--- src/rtl/vending_controller.sv ---
// -----------------------------------------------------------------------------
// vending_controller
//
// Transaction sequencer for the vending machine coin/balance datapath.
//   * Tracks the phase: IDLE -> INSERT -> DISPENSE / RETURN.
//   * Reports which items the current balance can buy.
//   * Issues one-cycle debit commands for each dispensed item and each change
//     coin. The datapath owns the balance (coin_total) and the inactivity timer
//     (wait_time).
//   * Pays change out as one coin per cycle, largest coin first.
//
// Optional feature macro: VM_TIMEOUT_RETURN_EN
//   Defined     - when the inactivity timer reaches zero in INSERT with a
//                 non-zero balance, change is returned automatically.
//   Not defined - wait_time is ignored. INSERT waits for a selection or a
//                 return request.
// -----------------------------------------------------------------------------
module vending_controller #(
   parameter int unsigned PRICE0 = 400,
   parameter int unsigned PRICE1 = 500,
   parameter int unsigned PRICE2 = 1000,
   parameter int unsigned PRICE3 = 2000,
   parameter int unsigned COIN0  = 100,
   parameter int unsigned COIN1  = 500,
   parameter int unsigned COIN2  = 1000
) (
   input  logic        clk,
   input  logic        reset,
   input  logic [2:0]  i_input_coin,
   input  logic [3:0]  i_select_item,
   input  logic        i_trigger_return,
   input  logic [31:0] coin_total,
   input  logic [31:0] wait_time,
   output logic [1:0]  o_current_state,
   output logic [3:0]  o_available_item,
   output logic        o_accept_coin,
   output logic [3:0]  o_output_item,
   output logic [2:0]  o_return_coin,
   output logic        o_debit_valid,
   output logic [31:0] o_debit
);

   // The state encoding is also the externally visible o_current_state code.
   typedef enum logic [1:0] {
      ST_IDLE     = 2'b00,
      ST_INSERT   = 2'b01,
      ST_DISPENSE = 2'b10,
      ST_RETURN   = 2'b11
   } state_t;

   localparam logic [31:0] PRICE0_W = 32'(PRICE0);
   localparam logic [31:0] PRICE1_W = 32'(PRICE1);
   localparam logic [31:0] PRICE2_W = 32'(PRICE2);
   localparam logic [31:0] PRICE3_W = 32'(PRICE3);
   localparam logic [31:0] COIN0_W  = 32'(COIN0);
   localparam logic [31:0] COIN1_W  = 32'(COIN1);
   localparam logic [31:0] COIN2_W  = 32'(COIN2);

   // ---------------------------------------------------------------------------
   // State
   // ---------------------------------------------------------------------------
   state_t      state_q,     state_d;
   logic [31:0] remaining_q, remaining_d;   // balance still to be paid back
   logic [1:0]  item_q,      item_d;        // index of the item being dispensed

   // ---------------------------------------------------------------------------
   // Helper signals
   // ---------------------------------------------------------------------------
   logic [3:0]  afford;         // raw affordability from the current balance
   logic [3:0]  sel_hit;        // requested and affordable items
   logic [1:0]  sel_idx;        // lowest-index affordable request
   logic [31:0] item_price;     // price of the latched item
   logic [2:0]  chg_coin;       // one-hot change coin chosen this cycle
   logic [31:0] chg_value;      // value of chg_coin
   logic [31:0] remaining_left; // remaining after paying chg_coin
   logic        timeout;        // inactivity return request

   // Unsigned 32-bit affordability compare against each price.
   always_comb begin
      afford[0] = (coin_total >= PRICE0_W);
      afford[1] = (coin_total >= PRICE1_W);
      afford[2] = (coin_total >= PRICE2_W);
      afford[3] = (coin_total >= PRICE3_W);
   end

   assign sel_hit = i_select_item & afford;

   // Lowest set bit of sel_hit wins when several items are requested together.
   always_comb begin
      // NOTE: every always_comb output gets a default first so that no path
      // leaves it unassigned, which would otherwise infer a latch.
      sel_idx = 2'd0;
      if (sel_hit[0]) begin
         sel_idx = 2'd0;
      end else if (sel_hit[1]) begin
         sel_idx = 2'd1;
      end else if (sel_hit[2]) begin
         sel_idx = 2'd2;
      end else if (sel_hit[3]) begin
         sel_idx = 2'd3;
      end
   end

   // Price lookup for the item latched at selection time.
   always_comb begin
      unique case (item_q)
         2'd0:    item_price = PRICE0_W;
         2'd1:    item_price = PRICE1_W;
         2'd2:    item_price = PRICE2_W;
         default: item_price = PRICE3_W;
      endcase
   end

   // Greedy change selection: the largest coin that still fits in remaining.
   always_comb begin
      chg_coin  = 3'b000;
      chg_value = '0;
      if (remaining_q >= COIN2_W) begin
         chg_coin  = 3'b100;
         chg_value = COIN2_W;
      end else if (remaining_q >= COIN1_W) begin
         chg_coin  = 3'b010;
         chg_value = COIN1_W;
      end else if (remaining_q >= COIN0_W) begin
         chg_coin  = 3'b001;
         chg_value = COIN0_W;
      end
   end

   assign remaining_left = remaining_q - chg_value;

`ifdef VM_TIMEOUT_RETURN_EN
   // An expired timer only forces a return when there is money to give back.
   assign timeout = (wait_time == '0) && (coin_total != '0);
`else
   // The timer is not used in this build. The reduction keeps the port
   // visibly consumed.
   logic unused_wait_time;
   assign unused_wait_time = ^wait_time;
   assign timeout          = 1'b0;
`endif

   // ---------------------------------------------------------------------------
   // Next-state and output logic
   // ---------------------------------------------------------------------------
   // Next-state, register updates and command outputs for each phase.
   always_comb begin
      state_d          = state_q;
      remaining_d      = remaining_q;
      item_d           = item_q;
      o_available_item = afford;
      o_accept_coin    = 1'b1;
      o_output_item    = 4'b0000;
      o_return_coin    = 3'b000;
      o_debit_valid    = 1'b0;
      o_debit          = '0;

      unique case (state_q)
         ST_IDLE: begin
            if (|i_input_coin) begin
               state_d = ST_INSERT;
            end
         end

         ST_INSERT: begin
            // Selection beats a return request in the same cycle. The
            // affordability check uses the balance before any coin that
            // arrives in the same cycle.
            if (|sel_hit) begin
               item_d  = sel_idx;
               state_d = ST_DISPENSE;
            end else if (i_trigger_return || timeout) begin
               remaining_d = coin_total;
               state_d     = ST_RETURN;
            end
         end

         ST_DISPENSE: begin
            o_available_item = 4'b0000;
            o_output_item    = 4'b0001 << item_q;
            o_debit_valid    = 1'b1;
            o_debit          = item_price;
            state_d          = ST_INSERT;
         end

         ST_RETURN: begin
            o_available_item = 4'b0000;
            o_accept_coin    = 1'b0;
            o_return_coin    = chg_coin;
            o_debit_valid    = |chg_coin;
            o_debit          = chg_value;
            remaining_d      = remaining_left;
            // Leave once less than the smallest coin is left. Any sub-coin
            // residue is dropped.
            if (remaining_left < COIN0_W) begin
               remaining_d = '0;
               state_d     = ST_IDLE;
            end
         end

         default: begin
            state_d = ST_IDLE;
         end
      endcase
   end

   assign o_current_state = state_q;

   // ---------------------------------------------------------------------------
   // Registers
   // ---------------------------------------------------------------------------
   // State registers with synchronous active-high reset.
   always_ff @(posedge clk) begin
      // NOTE: sequential state uses non-blocking assignments so that every
      // register samples the values from before the edge, whatever the order
      // of the statements.
      if (reset) begin
         state_q     <= ST_IDLE;
         remaining_q <= '0;
         item_q      <= 2'd0;
      end else begin
         state_q     <= state_d;
         remaining_q <= remaining_d;
         item_q      <= item_d;
      end
   end

endmodule

--- config.mk ---
export PLATFORM = sky130hd
export DESIGN_NAME = vending_controller
export DESIGN_NICKNAME = d
export VERILOG_FILES = /design/src/rtl/vending_controller.sv
export SDC_FILE = /design/constraint.sdc
export NUM_CORES = 1
export LEC_CHECK = 0
export ABC_AREA = 1
export CORE_ASPECT_RATIO = 0.6
export CORE_UTILIZATION = 30
export DETAILED_ROUTE_END_ITERATION = 16
export SYNTH_ARGS = -nofsm -noshare
export SYNTH_HDL_FRONTEND = slang
export SYNTH_SLANG_ARGS = --single-unit
--- constraint.sdc ---
create_clock -name clk -period 6.96 [get_ports clk]
set_input_delay 1.392 -clock clk [delete_from_list [all_inputs] [get_ports clk]]
set_output_delay 1.392 -clock clk [all_outputs]
set_load 0.01 [all_outputs]
==> Yosys cells after proc, flatten, opt, wreduce, memory -nomap -nowiden <==
Index checks and enable logic that the tools add are counted.
{ "word_totals": {"wordCells": 60, "out_inout_bits": 47, "register_bits": 36, "input_bits": 74} }
{ "op_classes": {"n_bitwise": 1, "eq_ne": 10, "shifts": 1, "n_lt_le_gt_ge": 8, "n_addsub": 1, "reduce_logical": 10, "n_mux": 26} }
{ "op_table": {"columns": ["op", "n"], "rows": [
  ["$pmux W32 S2", 2],
  ["$ge A32 B9 Y1 const B", 3],
  ["$mux W32", 3],
  ["$ge A32 B10 Y1 const B", 2],
  ["$pmux W11 S3", 1],
  ["$ge A32 B11 Y1 const B", 1],
  ["$ge A32 B7 Y1 const B", 1],
  ["$lt A32 B7 Y1 const B", 1],
  ["$sub A32 B32 Y32", 1],
  ["$mux W2", 9],
  ["$mux W10", 1],
  ["$mux W9", 1],
  ["$mux W4", 2],
  ["$ne A2 B2 Y1 const B", 4],
  ["$pmux W2 S4", 1],
  ["$mux W7", 1],
  ["$eq A2 B2 Y1 const B", 3],
  ["$mux W3", 2],
  ["$reduce_and A3 Y1", 2],
  ["$reduce_or A3 Y1", 2],
  ["$and A4 B4 Y4", 1],
  ["$eq A2 B1 Y1 const B", 2],
  ["$logic_not A2 Y1", 2],
  ["$reduce_or A4 Y1", 1],
  ["other kinds (7)", 8]
]} }

==> Longest topological paths before layout <==
Gate-level depths: netlist (run 1).
{ "depth": {"depth_word": 8, "mapped_depth": 28, "ltp_nobuf": 27} }

==> Least setup slack after synthesis (run 1) <==
OpenSTA, ideal clock, no wires.
{ "synth_timing": {"path_kind": "input to output", "from": "input port coin_total[24]", "to": "output port o_available_item[0]", "t_arrival_ps": 2151, "setup_slack_ps": 3417, "n_path_buf": 0, "required_time_ps": 5568, "cell_stages": 6, "path_cell_list": "nor4_1 nand2_1 nor2_1 o2111ai_1 inv_1 nor2_1"} }
{ "synth_via": {"elab_chain_cells": 2} }
{ "synth_rtl": {"columns": ["element", "line", "text"], "rows": [
  ["start: declaration", "32", "input logic [31:0] coin_total,"],
  ["$ge A32 B9 Y1", "80", "afford[0] = (coin_total >= PRICE0_W);"],
  ["$mux W4", "158", "unique case (state_q)"],
  ["end: declaration", "35", "output logic [3:0] o_available_item,"]
]} }
No other way between the ends.

==> Worst setup path after layout (run 1) <==
{ "layout_timing": {"from": "register remaining_q[16]", "to": "register remaining_q[6]"} }
{ "layout_via": {"elab_chain_cells": 8, "elab_cells_between_ends": 10, "cone_classes": "1 x add/sub; 4 x order compare; 5 x mux"} }
{ "layout_rtl": {"columns": ["element", "line", "text"], "rows": [
  ["start: declaration", "63", "logic [31:0] remaining_q, remaining_d;"],
  ["start signal: assignment", "223", "remaining_q <= remaining_d;"],
  ["$ge A32 B7 Y1", "124", "end else if (remaining_q >= COIN0_W) begin"],
  ["$mux W7", "124", null],
  ["$mux W9", "121", "end else if (remaining_q >= COIN1_W) begin"],
  ["$mux W10", "118", "if (remaining_q >= COIN2_W) begin"],
  ["$sub A32 B32 Y32 (*)", "130", "assign remaining_left = remaining_q - chg_value;"],
  ["$lt A32 B7 Y1", "195", "if (remaining_left < COIN0_W) begin"],
  ["$mux W32 (*)", "195", null],
  ["$pmux W32 S2 (*)", "158", null]
]} }
Mark *: on every way between the ends. The rest lies on a longest branch, timed or not.
A chain may end at the register's enable or synchronous reset.

==> results of run 1 <==
synth_stat cells (all sizes together):
cell	count	area share [%]
xor2	3	0.72
nor3	5	0.83
o21bai	2	0.52
o21ai	19	2.8
o211ai	1	0.21
nand2	154	16
a21oi	46	6.3
o22ai	1	0.17
nor4	4	0.69
fa	1	0.55
a22o	1	0.24
inv	95	9.8
and3	1	0.17
conb	1	0.10
or2	2	0.34
dfxtp	34	19
buf	26	5.5
nand3	46	7.0
ha	13	4.5
a211oi	1	0.21
clkinv	2	0.21
o2111ai	4	0.96
nand4	22	4.0
o2111a	1	0.31
clkbuf	13	1.3
and2	2	0.34
nor2	102	11
nand3b	1	0.21
a221oi	24	5.8
power by group through the flow:
stage / logic, mW / clock network, mW / registers [mW]
4_1_cts: 0.544 / 0.232 / 0.257
2_1_floorplan: 0.394 / 0 / 0.252
6_report: 0.559 / 0.227 / 0.258
3_5_place_dp: 0.541 / 0 / 0.261
3_3_place_gp: 0.536 / 0 / 0.260
5_1_grt: 0.623 / 0.242 / 0.262
per-layer routing:
metal / vias to the layer above / wire (um) / global-route usage (%)
met5: - / 0 / 0
met4: 0 / 75 / 3.48
li1: 2129 / - / -
met2: 153 / 4550 / 26.8
met1: 1992 / 6650 / 33.1
met3: 9 / 911 / 3.63
stage by stage:
stage / power, mW / instance area (sq um) / setup slack (ns) / hold slack [ns] / util (%)
after detailed placement: 0.801 / 4330 / 2.21 / 0.518 / 37.5
after CTS: 1.03 / 4480 / 2.20 / 0.524 / 38.7
final: 1.04 / 4480 / 2.08 / 0.520 / 38.7
after global placement: 0.797 / 4330 / 2.20 / 0.505 / 37.5
after global routing: 1.13 / 4480 / 1.67 / 0.561 / 38.7
after floorplan: 0.645 / 3720 / 3.42 / 0.480 / -
flip-flops by register name (all words and copies together) (netlist names):
name	flops
remaining_q	30
o_current_state	2
item_q	2
cell type report:
cell class	instances	area (sq um)
Fill cell	1267	7080
Multi-Input combinational cell	479	2430
Sequential cell	34	681
Timing Repair Buffer	67	661
Inverter	97	364
Tap cell	160	200
Clock buffer	7	143
Clock inverter	1	5.00
cells by family after synthesis:
logic type / share of synthesized area, %
AOI/OAI and AO/OA: 17.6
adders and majority gates: 5.02
xor gates and xnor gates: 0.723
buffers and inverters: 16.8
DFF: 18.7
other: 0.103
and+or+nand+nor: 41.1
worst paths after layout:
| path | endpoint | slack, ns | cells after the start |
|---|---|---|---|
| worst max register to register | remaining_q[6]$_SDFFE_PP0P_ | 2.08 | 28 |
| worst min register to register | remaining_q[29]$_SDFFE_PP0P_ | 0.52 | 2 |
| worst max-delay path | remaining_q[6]$_SDFFE_PP0P_ | 2.08 | 28 |
| worst min-delay path | remaining_q[29]$_SDFFE_PP0P_ | 0.52 | 2 |
worst reg2reg max path: cells and delay by family (launching register included):
kind,cells,cell delay (ns)
DFF,1,0.34
buffers and inverters,3,0.35
and+or+nand+nor,20,2.87
adders and majority gates,2,0.64
AOI/OAI and AO/OA,3,0.56
==> summary.md, run 1 <==
| Metric | Value |
|---|---|
| CTS tree | yes |
| Post-Syn Area | 3640 sq um |
| Die Span Y | 87.3 um |
| Reg-to-Reg Start | remaining_q[16]$_SDFFE_PP0P_ |
| First-pass GRT wire length | 19.7 mm |
| CP Class | reg2reg |
| Sw frac | 46.5% |
| Drc violations | 0 |
| Logic pwr share | 53.5% |
| Post-DP HPWL | 9.67 mm |
| Flops & latches, synth | 34 |
| Nets@finish | 772 |
| Die footprint | 12600 sq um |
| Grt ovf | 0 |
| Fmax | 0.205 GHz |
| Worst-Skew Late Latency | 0.28 ns |
| Io pins | 121 |
| CTS Buf Count | 5 |
| Placed cell count | 837 |
| CTS Root Cell | clkbuf_16 |
| DR WL/cell | 14.4 um |
| Average size of a mapped cell | 5.80 sq um |
| Clk slew on worst S/H paths | 0.06 ns |
| N_diodes | 0 |
| Die span in x | 144 um |
| GPL Wtd Cong | 0.946 |
| Number of post-CTS setup repair buffers | 0 |
| Vias in the first global route | 3755 |
| Cell internal pwr | 558 uW |
| Lkg Pwr | 2.13 nW |
| Post-cts resize count | 0 |
| Final Setup Violations | 0 |
| CP bufs+invs | 3 |
| RSZ-0062 raised after global routing | no |
| Crit. Startpoint | remaining_q[16]$_SDFFE_PP0P_ |
| Slew HR | 16.6% |
| Worst EP arrival | 5.04 ns |
| H-tree levels | 2 |
| Sequential fraction of design power | 24.7% |
| Post-synth cell types | 41 |
| Hold path startpoint | remaining_q[29]$_SDFFE_PP0P_ |
| Layout cells sized above 1 | 5.11% |
| # clock sinks | 34 |
| Num rows | 30 |
| Period Utilization, post-route | 70.0% |
| Clk pwr share | 21.8% |
| Hold crit path type | reg2reg |
| Top Family by Delay on Critical Path | simple AND/OR/NAND/NOR gates |
| Via density | 5.07 |
| Largest net degree at the start of global routing | 56 |
| Non-Filler Instances | 845 |
| Max_cap viols | 0 |
| Commonest non-fill, non-tap cell in the layout | nand2_1 |
| NetSw | 486 uW |
| Final Hold Vio Count | 0 |
| Clock buffer depth | 2 |
| Skew final | 0.00386 ns |
| Max incr delay on CP | 0.39 ns |
| Min cycle time layout | 4.88 ns |
| Tot GR Track Use | 20.4% |
| Initial Util | 31.5% |
| Sum Neg Setup Slack | 0 ns |
| Synth warnings | 0 |
| Drt first pass iters | 5 |
| Layout area overhead | 23.2% |
| CP max stage cell | fa_1 |
| Via count | 4283 |
| Power density over the cells | 233 nW/um^2 |
| CP required | 7.13 ns |
| Worst setup EP type | flip-flop |
| Core footprint | 11600 sq um |
| Initial antenna violation count | 0 |
| Buffers added on ports | 63 |
| CP max FO | 11 |
| 1st-iter DRT viols | 438 |
| Most frequent cells in the layout | nand2_1, nor2_1, inv_1 |
| Slew Limit Fails | 0 |
| Routed wire length | 12.2 mm |
| DRT antenna net count | 0 |
| Worst-Margin Slew | 1.24 ns |
| Post-Synthesis Cells | 627 |
| Run status | finished clean |
| Hold-fix buffers, CTS | 0 |
| Critical Path Source Type | flip-flop |
| Peak VDD IR | 0.0970 mV |
| Seq/Total Area, Yosys | 18.7% |
Note: power is estimated with default switching activity, not from simulation.
==> run 2: changes to the inputs <==
==> constraint.sdc (replaced) <==
create_clock -name clk -period 4.98 [get_ports clk]
set_input_delay 0.996 -clock clk [delete_from_list [all_inputs] [get_ports clk]]
set_output_delay 0.996 -clock clk [all_outputs]
set_load 0.01 [all_outputs]
==> run 2 against run 1 <==
Global-route usage grew 0.51 points. Largest cell class unchanged. Maximum frequency grew 9.2%. Sequential share of layout area shrank 0.23 points. Clock power grew 42%. Setup slack lost 1.6 ns. Non-clock buffer count grew 9. Power grew 43%. Cell area grew 1.6%. Via count grew 0.26%. Register-to-register slack lost 1.6 ns. Routed wire length grew 2.1%. Die area is the same.
==> summary.md, run 2 (synthesis results as in run 1) <==
| Metric | Value |
|---|---|
| Min-Delay Path Depth | 2 |
| Largest net degree at the start of global routing | 41 |
| Commonest non-fill, non-tap cell in the layout | nand2_1 |
| Drt first pass iters | 5 |
| Number of post-CTS setup repair buffers | 0 |
| Io pins | 121 |
| Layout cells sized above 1 | 6.48% |
| Post-route cell area | 4550 sq um |
| Vias in the first global route | 3798 |
| Layout area overhead | 25.1% |
| DR WL/cell | 14.6 um |
| Die Span Y | 87.3 um |
| Critical Path Source Type | flip-flop |
| Filler Cell Count | 1299 |
| FF/Latch Area | 681 sq um |
| Die span in x | 144 um |
| Worst-Skew Late Latency | 0.29 ns |
| Worst-Margin Slew | 0.735 ns |
| Worst r2r dst | remaining_q[6]$_SDFFE_PP0P_ |
| 1st-iter DRT viols | 369 |
| N_diodes | 0 |
| Drc violations | 0 |
| Worst path most repeated cell | nand2_1 |
| Initial antenna violation count | 0 |
| CP required | 5.16 ns |
| Max reg flops | 30 |
| Skew final | 0.00225 ns |
| RSZ-0062 raised after global routing | no |
| Hold path startpoint | remaining_q[29]$_SDFFE_PP0P_ |
| Routed wire length | 12.4 mm |
| Period Utilization, post-route | 89.6% |
| Final Setup Violations | 0 |
| R2R depth | 27 |
| Die footprint | 12600 sq um |
| Post-DP HPWL | 10.1 mm |
| # clock sinks | 34 |
| Power density over the cells | 327 nW/um^2 |
| R2R setup slack | 0.52 ns |
| Via density | 5.03 |
| Top reg by flops | remaining_q |
| H-tree levels | 2 |
| Clk slew on worst S/H paths | 0.06 ns |
| Fmax | 0.224 GHz |
| Top Family by Delay on Critical Path | simple AND/OR/NAND/NOR gates |
| GPL Wtd Cong | 0.963 |
| Max incr delay on CP | 0.39 ns |
| Slew Limit Fails | 0 |
| Clock buffer depth | 2 |
| Run status | finished clean |
| Worst EP arrival | 4.64 ns |
| CP bufs+invs | 4 |
| Placed Area | 4400 sq um |
| Peak VDD IR | 0.160 mV |
| Via count | 4294 |
| Buffers added on ports | 63 |
| Reg-to-Reg Start | remaining_q[12]$_SDFFE_PP0P_ |
| Num rows | 30 |
| CTS Root Cell | clkbuf_16 |
| Worst setup EP type | flip-flop |
| Final Hold Vio Count | 0 |
| Sum Neg Setup Slack | 0 ns |
| CP max stage cell | fa_1 |
| Post-layout util | 39.4% |
| Slew HR | 51.0% |
| Hold crit path type | reg2reg |
| Grt ovf | 0 |
| Nets@finish | 781 |
| Hold path endpoint | remaining_q[29]$_SDFFE_PP0P_ |
| Initial Util | 31.5% |
| Tot GR Track Use | 20.9% |
| Most frequent cells in the layout | nand2_1, nor2_1, inv_1 |
| First-pass GRT wire length | 19.9 mm |
| Min cycle time layout | 4.46 ns |
| DRT antenna net count | 0 |
| Lkg Pwr | 2.18 nW |
| Core footprint | 11600 sq um |
| Max_cap viols | 0 |
| CTS tree | yes |
| CP max FO | 11 |
| CP Class | reg2reg |
| CTS Buf Count | 5 |
| Area of the multi-input gates | 2430 sq um |
-- run 2: cell count changes in the layout (fill, tap and decap cells not counted) --
cell and delta:
buf_4 +9, nor2_2 +1, o21ai_1 +1, o21ai_0 -1, nor2_1 -1
-- run 2: layout make-up --
type | count | share of cell area (%)
Timing Repair Buffer | 76 | 16.0
Inverter | 97 | 8.00
Clock buffer | 7 | 3.14
Tap cell | 160 | 4.40
Clock inverter | 1 | 0.110
Sequential cell | 34 | 15.0
Multi-Input combinational cell | 479 | 53.4
-- run 2: timing repair --
| item | in CTS | in global routing |
|---|---|---|
| resized for setup | 0 | 2 |
| endpoints found under the setup margin | 0 | 7 |
| hold buffers | 0 | 0 |
-- run 2: how the worst max path moves through the flow --
stage,startpoint,end,cells past startpoint,slack [ns]
CTS,remaining_q[19]$_SDFFE_PP0P_,remaining_q[6]$_SDFFE_PP0P_,27,0.38
global placement,remaining_q[16]$_SDFFE_PP0P_,remaining_q[6]$_SDFFE_PP0P_,27,0.44
floorplan,remaining_q[12]$_SDFFE_PP0P_,o_current_state[0]$_SDFFE_PP0P_,28,1.53
detailed placement,remaining_q[19]$_SDFFE_PP0P_,remaining_q[6]$_SDFFE_PP0P_,27,0.39
finish,remaining_q[12]$_SDFFE_PP0P_,remaining_q[6]$_SDFFE_PP0P_,27,0.52
global route,remaining_q[16]$_SDFFE_PP0P_,o_current_state[0]$_SDFFE_PP0P_,27,0.09
-- run 2: metrics by stage --
| step | instances | setup WS (ns) | hold WS, ns | power, mW |
|---|---|---|---|---|
| floorplan | 649 | 1.53 | 0.480 | 0.902 |
| global placement | 846 | 0.441 | 0.510 | 1.14 |
| detailed placement | 846 | 0.395 | 0.526 | 1.15 |
| CTS | 854 | 0.379 | 0.534 | 1.47 |
| global route | 854 | 0.0941 | 0.555 | 1.60 |
| finish | 854 | 0.517 | 0.536 | 1.49 |
-- run 2: worst min-delay path, cell delays in order (launching register included) --
cell and delay [ns]:
dfxtp_1 0.32, inv_1 0.08, a221oi_1 0.08
-- run 2: layer usage --
layer	up-vias	global-route usage [%]	routed length (um)
met5	-	0	0
met4	0	5.03	129
met3	11	3.79	975
met2	161	27.5	4610
met1	1978	33.4	6740
li1	2144	-	-
-- run 2: report_power, final --
| group | total [mW] | switching [mW] | internal, mW |
|---|---|---|---|
| Combinational | 0.807 | 0.518 | 0.289 |
| Sequential | 0.360 | 0.0482 | 0.311 |
| Clock | 0.323 | 0.124 | 0.198 |
| Total | 1.49 | 0.691 | 0.799 |
==> run 3: changes to the inputs <==
--- a/config.mk
+++ b/config.mk
@@ -6,6 +6,7 @@
 export NUM_CORES = 1
 export LEC_CHECK = 0
 export ABC_AREA = 1
+export ABC_CLOCK_PERIOD_IN_PS = 4980
 export CORE_ASPECT_RATIO = 0.6
 export CORE_UTILIZATION = 30
 export DETAILED_ROUTE_END_ITERATION = 16
==> results of run 3 <==
Final layout, timing and power as in run 2 (identical DEF).
